### config.mk
export PLATFORM = sky130hd
export DESIGN_NAME = reg_dump_reader_flat
export DESIGN_NICKNAME = d
export VERILOG_FILES = /design/src/rtl/reg_dump_reader_if.sv /design/src/rtl/reg_dump_reader.sv /design/src/flat_wrapper.sv
export SDC_FILE = /design/constraint.sdc
export NUM_CORES = 1
export LEC_CHECK = 0
export ABC_AREA = 1
export CAP_MARGIN = 20
export CORE_MARGIN = 2
export CORE_UTILIZATION = 30
export CTS_CLUSTER_SIZE = 8
export DETAILED_ROUTE_END_ITERATION = 8
export PLACE_DENSITY = 0.54
export SETUP_SLACK_MARGIN = 0.2
export SYNTH_ARGS = -nofsm -noshare
export SYNTH_HDL_FRONTEND = slang
export SYNTH_SLANG_ARGS = --single-unit
### constraint.sdc
create_clock -name CLK -period 2.5 [get_ports CLK]
set_clock_uncertainty 0.15 [all_clocks]
set_input_delay 0.375 -clock CLK [delete_from_list [all_inputs] [get_ports CLK]]
set_output_delay 0.375 -clock CLK [all_outputs]
set_load 0.01 [all_outputs]
### src/rtl/reg_dump_reader_if.sv
// Bus bundle between reg_dump_reader and its surroundings: start/status,
// register-file user read port and the outgoing valid/ready byte stream.
// master = the dump reader, slave = the environment (register file + sink).
interface reg_dump_reader_if;
   logic        start;
   logic [31:0] reg_data;
   logic [4:0]  user_addr;
   logic [7:0]  tx_data;
   logic        tx_valid;
   logic        tx_ready;
   logic        busy;
   logic        done;

   modport master (
      input  start,
      input  reg_data,
      input  tx_ready,
      output user_addr,
      output tx_data,
      output tx_valid,
      output busy,
      output done
   );

   modport slave (
      output start,
      output reg_data,
      output tx_ready,
      input  user_addr,
      input  tx_data,
      input  tx_valid,
      input  busy,
      input  done
   );
endinterface

### src/rtl/reg_dump_reader.sv
// reg_dump_reader: walks register indices FIRST_REG..LAST_REG on the register
// file's user read port, snapshots each 32-bit word and streams it out as four
// bytes over a valid/ready byte interface.
// Optional feature: define REG_DUMP_CSUM_EN to append one XOR checksum byte
// covering every data byte of the dump.
module reg_dump_reader #(
   parameter int FIRST_REG = 0,
   parameter int LAST_REG  = 31,
   parameter bit MSB_FIRST = 1'b1
) (
   input  logic               CLK,
   input  logic               RST_N,
   reg_dump_reader_if.master  bus
);

   if (FIRST_REG < 0 || FIRST_REG > LAST_REG || LAST_REG > 31) begin : g_param_check
      $error("reg_dump_reader: parameters must satisfy 0 <= FIRST_REG <= LAST_REG <= 31");
   end

   localparam logic [4:0] FIRST_ADDR = 5'(FIRST_REG);
   localparam logic [4:0] LAST_ADDR  = 5'(LAST_REG);

   typedef enum logic [2:0] {
      S_IDLE = 3'd0,
      S_ADDR = 3'd1,
      S_LOAD = 3'd2,
      S_SEND = 3'd3,
`ifdef REG_DUMP_CSUM_EN
      S_CSUM = 3'd4,
`endif
      S_DONE = 3'd5
   } state_t;

   state_t      state_q,    state_d;
   logic [4:0]  addr_q,     addr_d;
   logic [31:0] word_q,     word_d;
   logic [1:0]  byte_idx_q, byte_idx_d;
   logic [7:0]  tx_data_q,  tx_data_d;
   logic        tx_valid_q, tx_valid_d;
   logic        busy_q,     busy_d;
   logic        done_q,     done_d;
`ifdef REG_DUMP_CSUM_EN
   logic [7:0]  csum_q,     csum_d;
`endif

   logic        handshake;

   // Picks stream byte idx (0 = first sent) out of a word in the configured order.
   function automatic logic [7:0] byte_sel(input logic [31:0] w, input logic [1:0] idx);
      logic [1:0] lane;
      lane = MSB_FIRST ? (2'd3 - idx) : idx;
      case (lane)
         2'd0:    byte_sel = w[7:0];
         2'd1:    byte_sel = w[15:8];
         2'd2:    byte_sel = w[23:16];
         default: byte_sel = w[31:24];
      endcase
   endfunction

   assign handshake = tx_valid_q && bus.tx_ready;

   // Next-state and registered-output logic for the dump sequencer.
   always_comb begin
      state_d    = state_q;
      addr_d     = addr_q;
      word_d     = word_q;
      byte_idx_d = byte_idx_q;
      tx_data_d  = tx_data_q;
      tx_valid_d = tx_valid_q;
      done_d     = 1'b0;
`ifdef REG_DUMP_CSUM_EN
      csum_d     = csum_q;
`endif

      case (state_q)
         S_IDLE: begin
            if (bus.start) begin
               addr_d  = FIRST_ADDR;
`ifdef REG_DUMP_CSUM_EN
               csum_d  = 8'h00;
`endif
               state_d = S_ADDR;
            end
         end

         // user_addr is already driven; give the combinational read path a cycle.
         S_ADDR: begin
            state_d = S_LOAD;
         end

         // Snapshot the word so later register writes cannot disturb bytes in flight.
         S_LOAD: begin
            word_d     = bus.reg_data;
            byte_idx_d = 2'd0;
            tx_data_d  = byte_sel(bus.reg_data, 2'd0);
            tx_valid_d = 1'b1;
            state_d    = S_SEND;
         end

         S_SEND: begin
            if (handshake) begin
`ifdef REG_DUMP_CSUM_EN
               csum_d = csum_q ^ tx_data_q;
`endif
               if (byte_idx_q != 2'd3) begin
                  byte_idx_d = byte_idx_q + 2'd1;
                  tx_data_d  = byte_sel(word_q, byte_idx_q + 2'd1);
               end else if (addr_q != LAST_ADDR) begin
                  addr_d     = addr_q + 5'd1;
                  tx_valid_d = 1'b0;
                  state_d    = S_ADDR;
               end else begin
`ifdef REG_DUMP_CSUM_EN
                  // Checksum byte includes the byte completing right now.
                  tx_data_d  = csum_q ^ tx_data_q;
                  state_d    = S_CSUM;
`else
                  tx_valid_d = 1'b0;
                  done_d     = 1'b1;
                  state_d    = S_DONE;
`endif
               end
            end
         end

`ifdef REG_DUMP_CSUM_EN
         S_CSUM: begin
            if (handshake) begin
               tx_valid_d = 1'b0;
               done_d     = 1'b1;
               state_d    = S_DONE;
            end
         end
`endif

         S_DONE: begin
            addr_d  = FIRST_ADDR;
            state_d = S_IDLE;
         end

         default: begin
            state_d    = S_IDLE;
            addr_d     = FIRST_ADDR;
            tx_valid_d = 1'b0;
         end
      endcase

      busy_d = (state_d != S_IDLE);
   end

   // State and output registers; reset abandons any dump in progress.
   always_ff @(posedge CLK or negedge RST_N) begin
      if (!RST_N) begin
         state_q    <= S_IDLE;
         addr_q     <= FIRST_ADDR;
         word_q     <= 32'h0;
         byte_idx_q <= 2'd0;
         tx_data_q  <= 8'h00;
         tx_valid_q <= 1'b0;
         busy_q     <= 1'b0;
         done_q     <= 1'b0;
`ifdef REG_DUMP_CSUM_EN
         csum_q     <= 8'h00;
`endif
      end else begin
         state_q    <= state_d;
         addr_q     <= addr_d;
         word_q     <= word_d;
         byte_idx_q <= byte_idx_d;
         tx_data_q  <= tx_data_d;
         tx_valid_q <= tx_valid_d;
         busy_q     <= busy_d;
         done_q     <= done_d;
`ifdef REG_DUMP_CSUM_EN
         csum_q     <= csum_d;
`endif
      end
   end

   assign bus.user_addr = addr_q;
   assign bus.tx_data   = tx_data_q;
   assign bus.tx_valid  = tx_valid_q;
   assign bus.busy      = busy_q;
   assign bus.done      = done_q;

endmodule
### src/flat_wrapper.sv
// flat-port wrapper written by rule: the top's interface ports become plain ports
module reg_dump_reader_flat 
#(
   parameter int FIRST_REG = 0,
   parameter int LAST_REG  = 31,
   parameter bit MSB_FIRST = 1'b1
)
  (CLK, RST_N, bus_start, bus_reg_data, bus_tx_ready, bus_user_addr, bus_tx_data, bus_tx_valid, bus_busy, bus_done);
  reg_dump_reader_if bus_i ();
  input  logic CLK;
  input  logic RST_N;
  input wire logic [$bits(bus_i.start)-1:0] bus_start;
  input wire logic [$bits(bus_i.reg_data)-1:0] bus_reg_data;
  input wire logic [$bits(bus_i.tx_ready)-1:0] bus_tx_ready;
  output wire logic [$bits(bus_i.user_addr)-1:0] bus_user_addr;
  output wire logic [$bits(bus_i.tx_data)-1:0] bus_tx_data;
  output wire logic [$bits(bus_i.tx_valid)-1:0] bus_tx_valid;
  output wire logic [$bits(bus_i.busy)-1:0] bus_busy;
  output wire logic [$bits(bus_i.done)-1:0] bus_done;
  assign bus_i.start = bus_start;
  assign bus_i.reg_data = bus_reg_data;
  assign bus_i.tx_ready = bus_tx_ready;
  assign bus_user_addr = bus_i.user_addr;
  assign bus_tx_data = bus_i.tx_data;
  assign bus_tx_valid = bus_i.tx_valid;
  assign bus_busy = bus_i.busy;
  assign bus_done = bus_i.done;
  reg_dump_reader #(.FIRST_REG(FIRST_REG), .LAST_REG(LAST_REG), .MSB_FIRST(MSB_FIRST)) u_core (.CLK(CLK), .RST_N(RST_N), .bus(bus_i));
endmodule
==> results of run 1 <==
cells by family (layout without fill, tap and decap cells):
logic type / after synthesis / in the layout / share of synthesized area [%]
and+or+nand+nor: 148 / 148 / 24.1
DFF: 53 / 53 / 49.0
buffers and inverters: 49 / 102 / 7.91
muxes: 24 / 24 / 13.2
AOI/OAI and AO/OA: 15 / 15 / 2.96
adders and majority gates: 6 / 6 / 2.78
stage by stage:
stage	hold slack [ps]	utilization, %	setup slack, ps
CTS	351	39.2	430
floorplan	-70.6	-	855
detailed placement	317	38.0	471
global route	377	39.2	331
finish	349	39.2	473
global placement	315	38.0	501
power by group through the flow:
stage / Sequential (mW) / Combinational [mW] / Clock [mW]
2_1_floorplan: 1.50 / 1.38 / 0
3_3_place_gp: 1.52 / 1.93 / 0
3_5_place_dp: 1.52 / 1.96 / 0
4_1_cts: 1.51 / 1.97 / 0.519
5_1_grt: 1.57 / 2.18 / 0.553
6_report: 1.51 / 1.95 / 0.492
layout make-up:
class                           instances  area [um2]
Clock buffer                            5        68.8
Clock inverter                          3        21.3
Fill cell                             867        5300
Inverter                               38         143
Multi-Input combinational cell        193        1160
Sequential cell                        53        1330
Tap cell                              108         135
Timing Repair Buffer                   56         558
cells in the final DEF, fill, tap and decap left out, drive strengths merged:
cell            n
nor3            3
clkinv          1
mux2           24
nand3          43
inv            39
clkdlybuf4s50  50
ha              6
o21ai          12
dfrtp          53
clkinvlp        1
a21oi           2
nand2          86
clkbuf          5
dlygate4sd3     1
a31oi           1
buf             5
nor2           15
nand4           1
cells in the mapped netlist (2+ instances only):
master	n	share of area, %
ha_1	6	2.8
nand3_2	2	0.74
nand3_1	41	7.6
nor2_1	11	1.5
nor2_4	3	1.2
dfrtp_1	53	49
nor3_1	3	0.55
clkbuf_1	5	0.69
nand2_1	85	12
mux2_4	23	13
inv_1	34	4.7
buf_4	4	1.1
inv_2	4	0.55
o21ai_0	10	1.9
buf_6	2	0.83
a21oi_1	2	0.37
sequential cells by signal, summed over array words and instances, names as in the netlist:
name,count
u_core.bus.busy,1
u_core.bus.done,1
u_core.bus.tx_data,8
u_core.bus.tx_valid,1
u_core.bus.user_addr,5
u_core.byte_idx_q,2
u_core.state_q,3
u_core.word_q,32
path summary, 6_finish.rpt:
path                                      startpoint  slack (ps)                   end  cells after the start
worst max-delay path            u_core.byte_idx_q[0]         470  u_core.byte_idx_q[1]                      5
worst min-delay path               u_core.word_q[29]         350     u_core.word_q[29]                      2
worst max register to register  u_core.byte_idx_q[0]         470  u_core.byte_idx_q[1]                      5
worst min register to register     u_core.word_q[29]         350     u_core.word_q[29]                      2
max in group asynchronous                      RST_N        1050      u_core.word_q[1]                      3
min in group asynchronous                      RST_N         500     u_core.word_q[27]                      2
worst max-delay path, stage by stage (launching register included):
cell and delay, ps:
dfrtp_1 400, ha_1 490, nor2_1 190, o21ai_2 390
inv_1 100, o21ai_0 210
metal layers:
| layer | share of wire [%] | up-vias | routed length (um) |
|---|---|---|---|
| li1 | - | 1044 | - |
| met1 | 51 | 948 | 3030 |
| met2 | 43 | 45 | 2590 |
| met3 | 5.2 | 2 | 309 |
| met4 | 0.64 | 0 | 38 |
| met5 | 0 | - | 0 |
==> summary.txt, run 1 <==
leak pwr: 1.72 nW
I/O pins: 52
share of cells above drive strength 1: 14.1%
Cell Area, Synth: 2710 um2
M2 GR Usage: 19.0%
Slew headroom: 53.2%
Max VDD drop: 387 uV
number of hold buffers added after cts: 1
Setup Fix Bufs, Post-CTS: 0
Die Y: 99.0 um
gp weighted congestion: 0.769
pin count of the biggest net entering global routing: 42
Slew Viols, Final: 0
GR Overflow Total: 0
antenna violations before repair: 0
Initial Util: 31.0%
met3 usage: 3.12%
average size of a mapped cell: 9.17 um2
vias in the first global route: 1,990
global-route wire length before repair: 9930 um
Cell variety after synth: 23
status: completed
routed length per instance: 13.1 um
Clock Power Share: 12.5%
Seq cells post-synth: 53
initial DRC count: 78
worst-path fanout max: 11
DIE AREA: 9790 um2
MaxCap Viol Count: 0
share of flip-flops with an asynchronous set or reset: 100%
kind of critical path: reg -> reg
Placed Area: 3320 um2
H-tree levels: 2
EDFF count, synth: 0
sw frac: 39.1%
worst-margin pin slew: 702 ps
worst-skew pair later-pin latency: 300 ps
fin area: 3420 um2
via count: 2,039
Final Cycle Share: 81.1%
TNS Setup: 0 ps
FMAX: 493 MHz
root cell of the clock tree: clkbuf_8
final antenna-violating net count: 0
TritonRoute pass-1 iters: 4
Syn Inst Count: 295
Tmin final: 2030 ps
row cnt: 34
clock-pin transition on the worst setup and hold timing paths: 100 ps
Seq/Total Area, Yosys: 49.0%
DIE WIDTH: 99.0 um
Non-Filler Instances: 456
ys flop type: dfrtp_1
Antenna diodes: 0
CTS sink cnt: 53
Gate power share: 49.4%
Worst EP arrival: 2090 ps
PortBufs: 51
Hold WC Path Type: reg -> reg
Int Power: 2.40 mW
NetSw: 1.54 mW
DRC: 0
setup violators final: 0
DP HPWL: 4220 um
Syn Nets: 337
CP Capture Type: flip-flop
placed cells: 447
busiest grt layer: met2
cts bufs inserted: 5
met1 Resource Use GR: 18.2%
Power Density: 1160 nW/um2
P&R area growth vs syn: 26.3%
startpoint types: flip-flop
Vias/cell: 4.47
RSZ-0062 raised after global routing: false
cells resized by post-CTS repair: 0
Seq pwr share: 38.2%
Power, Total: 3.95 mW
Post-Route WL: 5970 um
CORE AREA: 8720 um2
Max clock buf depth: 2
Fin. Hold Viols: 0
Total GRT Usage: 12.7%
layout net count: 389
Synth Warn #: 0
CTS tree: done
data required time of the critical path: 2560 ps
Power figures use the tool's default switching activity.
==> run 2, diff against run 1 <==
Clock period 2.5 ns to 2 ns, I/O delays scaled along.
==> summary.txt, run 2 (synthesis results as in run 1) <==
status: completed
placed cells: 450
Largest register FFs: 32
CP Capture Type: output port
routed wl met3: 301 um
root cell of the clock tree: clkbuf_8
Slew Viols, Final: 0
clock-pin transition on the worst setup and hold timing paths: 100 ps
Initial Util: 31.0%
worst-margin pin slew: 343 ps
H-tree levels: 2
Vias/cell: 4.42
Bufs and invs on worst path: 1
row cnt: 34
CP Cell Sequence: clkdlybuf4s50_1
FMAX: 578 MHz
Post-Route WL: 5800 um
Final Cycle Share: 86.5%
CORE AREA: 8720 um2
layout net count: 395
Power Density: 1460 nW/um2
vias in the first global route: 1,943
largest stage delay on the critical path: 550 ps
final antenna-violating net count: 0
P&R area growth vs syn: 29.5%
Worst EP arrival: 1280 ps
Highest Signal Layer: met4
Non-Filler Instances: 462
Antenna diodes: 0
DP HPWL: 4150 um
MaxCap Viol Count: 0
RSZ-0062 raised after global routing: false
Max clock buf depth: 2
share of cells above drive strength 1: 15.3%
worst-skew pair later-pin latency: 310 ps
WL met1: 2990 um
global-route wire length before repair: 9650 um
leak pwr: 1.78 nW
Max VDD drop: 495 uV
Slew headroom: 77.2%
cts bufs inserted: 5
CTS tree: done
antenna violations before repair: 0
via count: 2,042
I/O pins: 52
hold_ws: 342 ps
startpoint types: flip-flop
Hold WC Path Type: reg -> reg
Slowest-stage cell, CP: clkdlybuf4s50_1
CTS sink cnt: 53
Fin. Hold Viols: 0
commonest non-fill, non-tap cell in the layout: nand2_1
DRC: 0
GR Overflow Total: 0
kind of critical path: reg -> out
DIE WIDTH: 99.0 um
Total GRT Usage: 12.3%
Reg with most FFs: u_core.word_q
PortBufs: 51
gp weighted congestion: 0.772
setup violators final: 0
routed length per instance: 12.6 um
Tmin final: 1730 ps
routed wl met2: 2450 um
Power, Total: 5.11 mW
crit-path leading delay family: buffers and inverters
DIE AREA: 9790 um2
worst-path fanout max: 5
TNS Setup: 0 ps
Die Y: 99.0 um
initial DRC count: 92
pin count of the biggest net entering global routing: 54
Filler Cell Count: 895
TritonRoute pass-1 iters: 4
data required time of the critical path: 1550 ps
most frequent cells in the layout: 85 x nand2_1, 53 x dfrtp_1, 49 x clkdlybuf4s50_1, 41 x nand3_1, 34 x inv_1
-- run 2: routing by layer --
metal / track usage (%) / vias up
li1: - / 1053
met1: 17.9 / 932
met2: 18.7 / 50
met3: 2.77 / 7
met4: 3.16 / 0
met5: 0 / -
-- run 2: path summary, 6_finish.rpt --
path / start / end / slack (ps) / depth (start not counted)
worst max-delay path: u_core.bus.user_addr[2] / bus_user_addr[2] / 270 / 1
worst min-delay path: u_core.word_q[28] / u_core.word_q[28] / 340 / 2
worst max register to register: u_core.bus.user_addr[0] / u_core.bus.user_addr[1] / 320 / 10
worst min register to register: u_core.word_q[28] / u_core.word_q[28] / 340 / 2
max in group asynchronous: RST_N / u_core.bus.user_addr[1] / 1110 / 3
min in group asynchronous: RST_N / u_core.word_q[24] / 360 / 3
-- run 2: layout make-up --
cell class | instances | area [um2] | area share (%)
clock buffer | 6 | 72.6 | 2.07
clock inverter | 2 | 38.8 | 1.11
inverter | 38 | 143 | 4.07
multi-input combinational | 193 | 1170 | 33.4
sequential | 53 | 1330 | 37.9
tap | 108 | 135 | 3.86
timing repair buffer | 62 | 618 | 17.6
-- run 2: per-stage QoR --
step,setup WS [ps],cell area (um2),utilization (%)
2_1_floorplan,355,2710,-
5_1_grt,201,3500,40.2
6_report,270,3500,40.2
3_5_place_dp,208,3350,38.4
3_3_place_gp,220,3350,38.4
4_1_cts,207,3470,39.8
-- run 2: timing repair --
item,4_1_cts,5_1_grt
resized for setup,0,2
endpoints found under the setup margin,0,5
hold buffers,1,0
buffers inserted,0,3
hold endpoints to repair,53,0
-- run 2: report_power, final --
group / internal (mW) / switching [mW] / total, mW
combinational: 1.25 / 1.24 / 2.49
sequential: 1.56 / 0.319 / 1.88
clock: 0.376 / 0.355 / 0.732
total: 3.19 / 1.92 / 5.11
==> run 3, diff against run 2 <==
Settings changed: CELL_PAD_IN_SITES_DETAIL_PLACEMENT from default to 1, CELL_PAD_IN_SITES_GLOBAL_PLACEMENT from default to 2, GPL_TIMING_DRIVEN from default to 0, PLACE_DENSITY 0.54 to 0.79.
==> summary.txt, run 3 (synthesis results as in run 1) <==
RR Startpoint: u_core.bus.user_addr[1]
CP Cell Sequence: buf_4 -> clkdlybuf4s50_1
Fin. Hold Viols: 0
sw frac: 40.2%
P&R area growth vs syn: 33.5%
FF-to-FF End: u_core.bus.user_addr[3]
Antenna diodes: 0
Slew headroom: 69.6%
vias in the first global route: 2,263
Int Power: 3.15 mW
cts bufs inserted: 5
startpoint types: flip-flop
Final Cycle Share: 90.3%
Max clock buf depth: 2
final antenna-violating net count: 0
fin area: 3610 um2
CORE AREA: 8720 um2
routed length per instance: 14.9 um
Total GRT Usage: 14.4%
Reg with most FFs: u_core.word_q
root cell of the clock tree: clkbuf_8
FMAX: 553 MHz
setup violators final: 0
Core Util, Final: 41.4%
Vias/cell: 4.58
Post-Route WL: 7060 um
data required time of the critical path: 1550 ps
layout net count: 407
TritonRoute pass-1 iters: 4
I/O pins: 52
DP HPWL: 5030 um
largest stage delay on the critical path: 520 ps
CP Capture Type: output port
worst-skew pair later-pin latency: 310 ps
Slew Viols, Final: 0
Hold WC Path Type: in -> async
Bufs and invs on worst path: 2
worst-path fanout max: 3
Clock Power Share: 12.1%
via count: 2,171
Slowest-stage cell, CP: clkdlybuf4s50_1
Tmin final: 1810 ps
leak pwr: 1.82 nW
DIE WIDTH: 99.0 um
worst-margin pin slew: 456 ps
initial DRC count: 71
Worst EP arrival: 1360 ps
crit-path leading delay family: buffers and inverters
TNS Setup: 0 ps
Power, Total: 5.26 mW
commonest non-fill, non-tap cell in the layout: nand2_1
Gate power share: 52.2%
Largest register FFs: 32
kind of critical path: reg -> out
PortBufs: 51
Placed Area: 3370 um2
NetSw: 2.12 mW
DRC: 0
FF-to-FF path depth: 10
Seq pwr share: 35.7%
Initial Util: 31.0%
global-route wire length before repair: 11,300 um
Die Y: 99.0 um
clock-pin transition on the worst setup and hold timing paths: 110 ps
pin count of the biggest net entering global routing: 39
RSZ-0062 raised after global routing: true
CTS tree: done
status: completed
Max VDD drop: 470 uV
CTS sink cnt: 53
row cnt: 34
H-tree levels: 2
DIE AREA: 9790 um2
share of cells above drive strength 1: 21.0%
GR Overflow Total: 0
CP Launch Point: u_core.bus.user_addr[1]
gp weighted congestion: 0.742
reg2reg setup slack: 260 ps
antenna violations before repair: 0
Power Density: 1460 nW/um2
MaxCap Viol Count: 0
most frequent cells in the layout: 83 x nand2_1, 52 x dfrtp_1, 50 x clkdlybuf4s50_1, 38 x nand3_1, 34 x inv_1
## run 3: changes by cell type in the layout (fill, tap and decap cells not counted), sizes merged
| cell | delta |
|---|---|
| buf | +7 |
| clkbuf | +4 |
| clkinv | +2 |
| bufinv | -1 |
| clkdlybuf4s50 | +1 |
| dlymetal6s2s | -1 |
## run 3: worst max path at each step
stage                                    to  slack (ps)  cells after the start
floorplan           u_core.bus.user_addr[0]         360                     10
global placement            u_core.bus.done       -1280                      1
detailed placement    u_core.bus.tx_data[2]         -70                      8
CTS                   u_core.bus.tx_data[2]         190                      9
global route        u_core.bus.user_addr[0]         140                     10
finish                     bus_user_addr[1]         190                      2
## run 3: layer usage
layer,wire length [um],global-route usage (%),vias to the layer above
li1,-,-,1074
met1,3260,20.3,1036
met2,3450,23.6,54
met3,290,2.41,7
met4,59,2.95,0
met5,0,0,-
## run 3: worst reg2reg max path: stages, from the launching register on
cell and delay [ps]:
dfrtp_1 400, ha_2 210, nand2_2 60, nor2_2 100
ha_2 160, nand4_1 110, nand2_1 110, inv_2 80
buf_6 130, nand3_2 60, nand2_1 60
## run 3: repair_timing
action                                 4_1_cts  5_1_grt
setup endpoints to repair                   15       15
setup buffers                                1        9
pin swaps                                    0        9
endpoints found under the hold margin       15        0
resized for setup                            4       21
hold buffers                                 1        0
## run 3: power groups by stage
stage	Clock, mW	Sequential [mW]	Combinational, mW
floorplan	0	1.87	1.72
global placement	0	1.88	2.48
detailed placement	0	1.91	2.57
CTS	0.662	1.88	2.62
global route	0.688	1.96	3.05
finish	0.635	1.88	2.75
## run 3: area by class of cell
type                            count  area [um2]
Fill cell                        1031        5110
Sequential cell                    53        1330
Multi-Input combinational cell    193        1220
Timing Repair Buffer               63         618
Inverter                           38         143
Tap cell                          108         135
Buffer                             11        76.3
Clock buffer                        5        68.8
Clock inverter                      3        22.5
## run 3: stage by stage
stage | setup WS, ps | hold WS, ps | cells
floorplan | 355 | -146 | 295
global placement | -1280 | 318 | 454
detailed placement | -72.3 | 110 | 455
CTS | 194 | 292 | 465
global route | 142 | 326 | 474
finish | 193 | 284 | 474
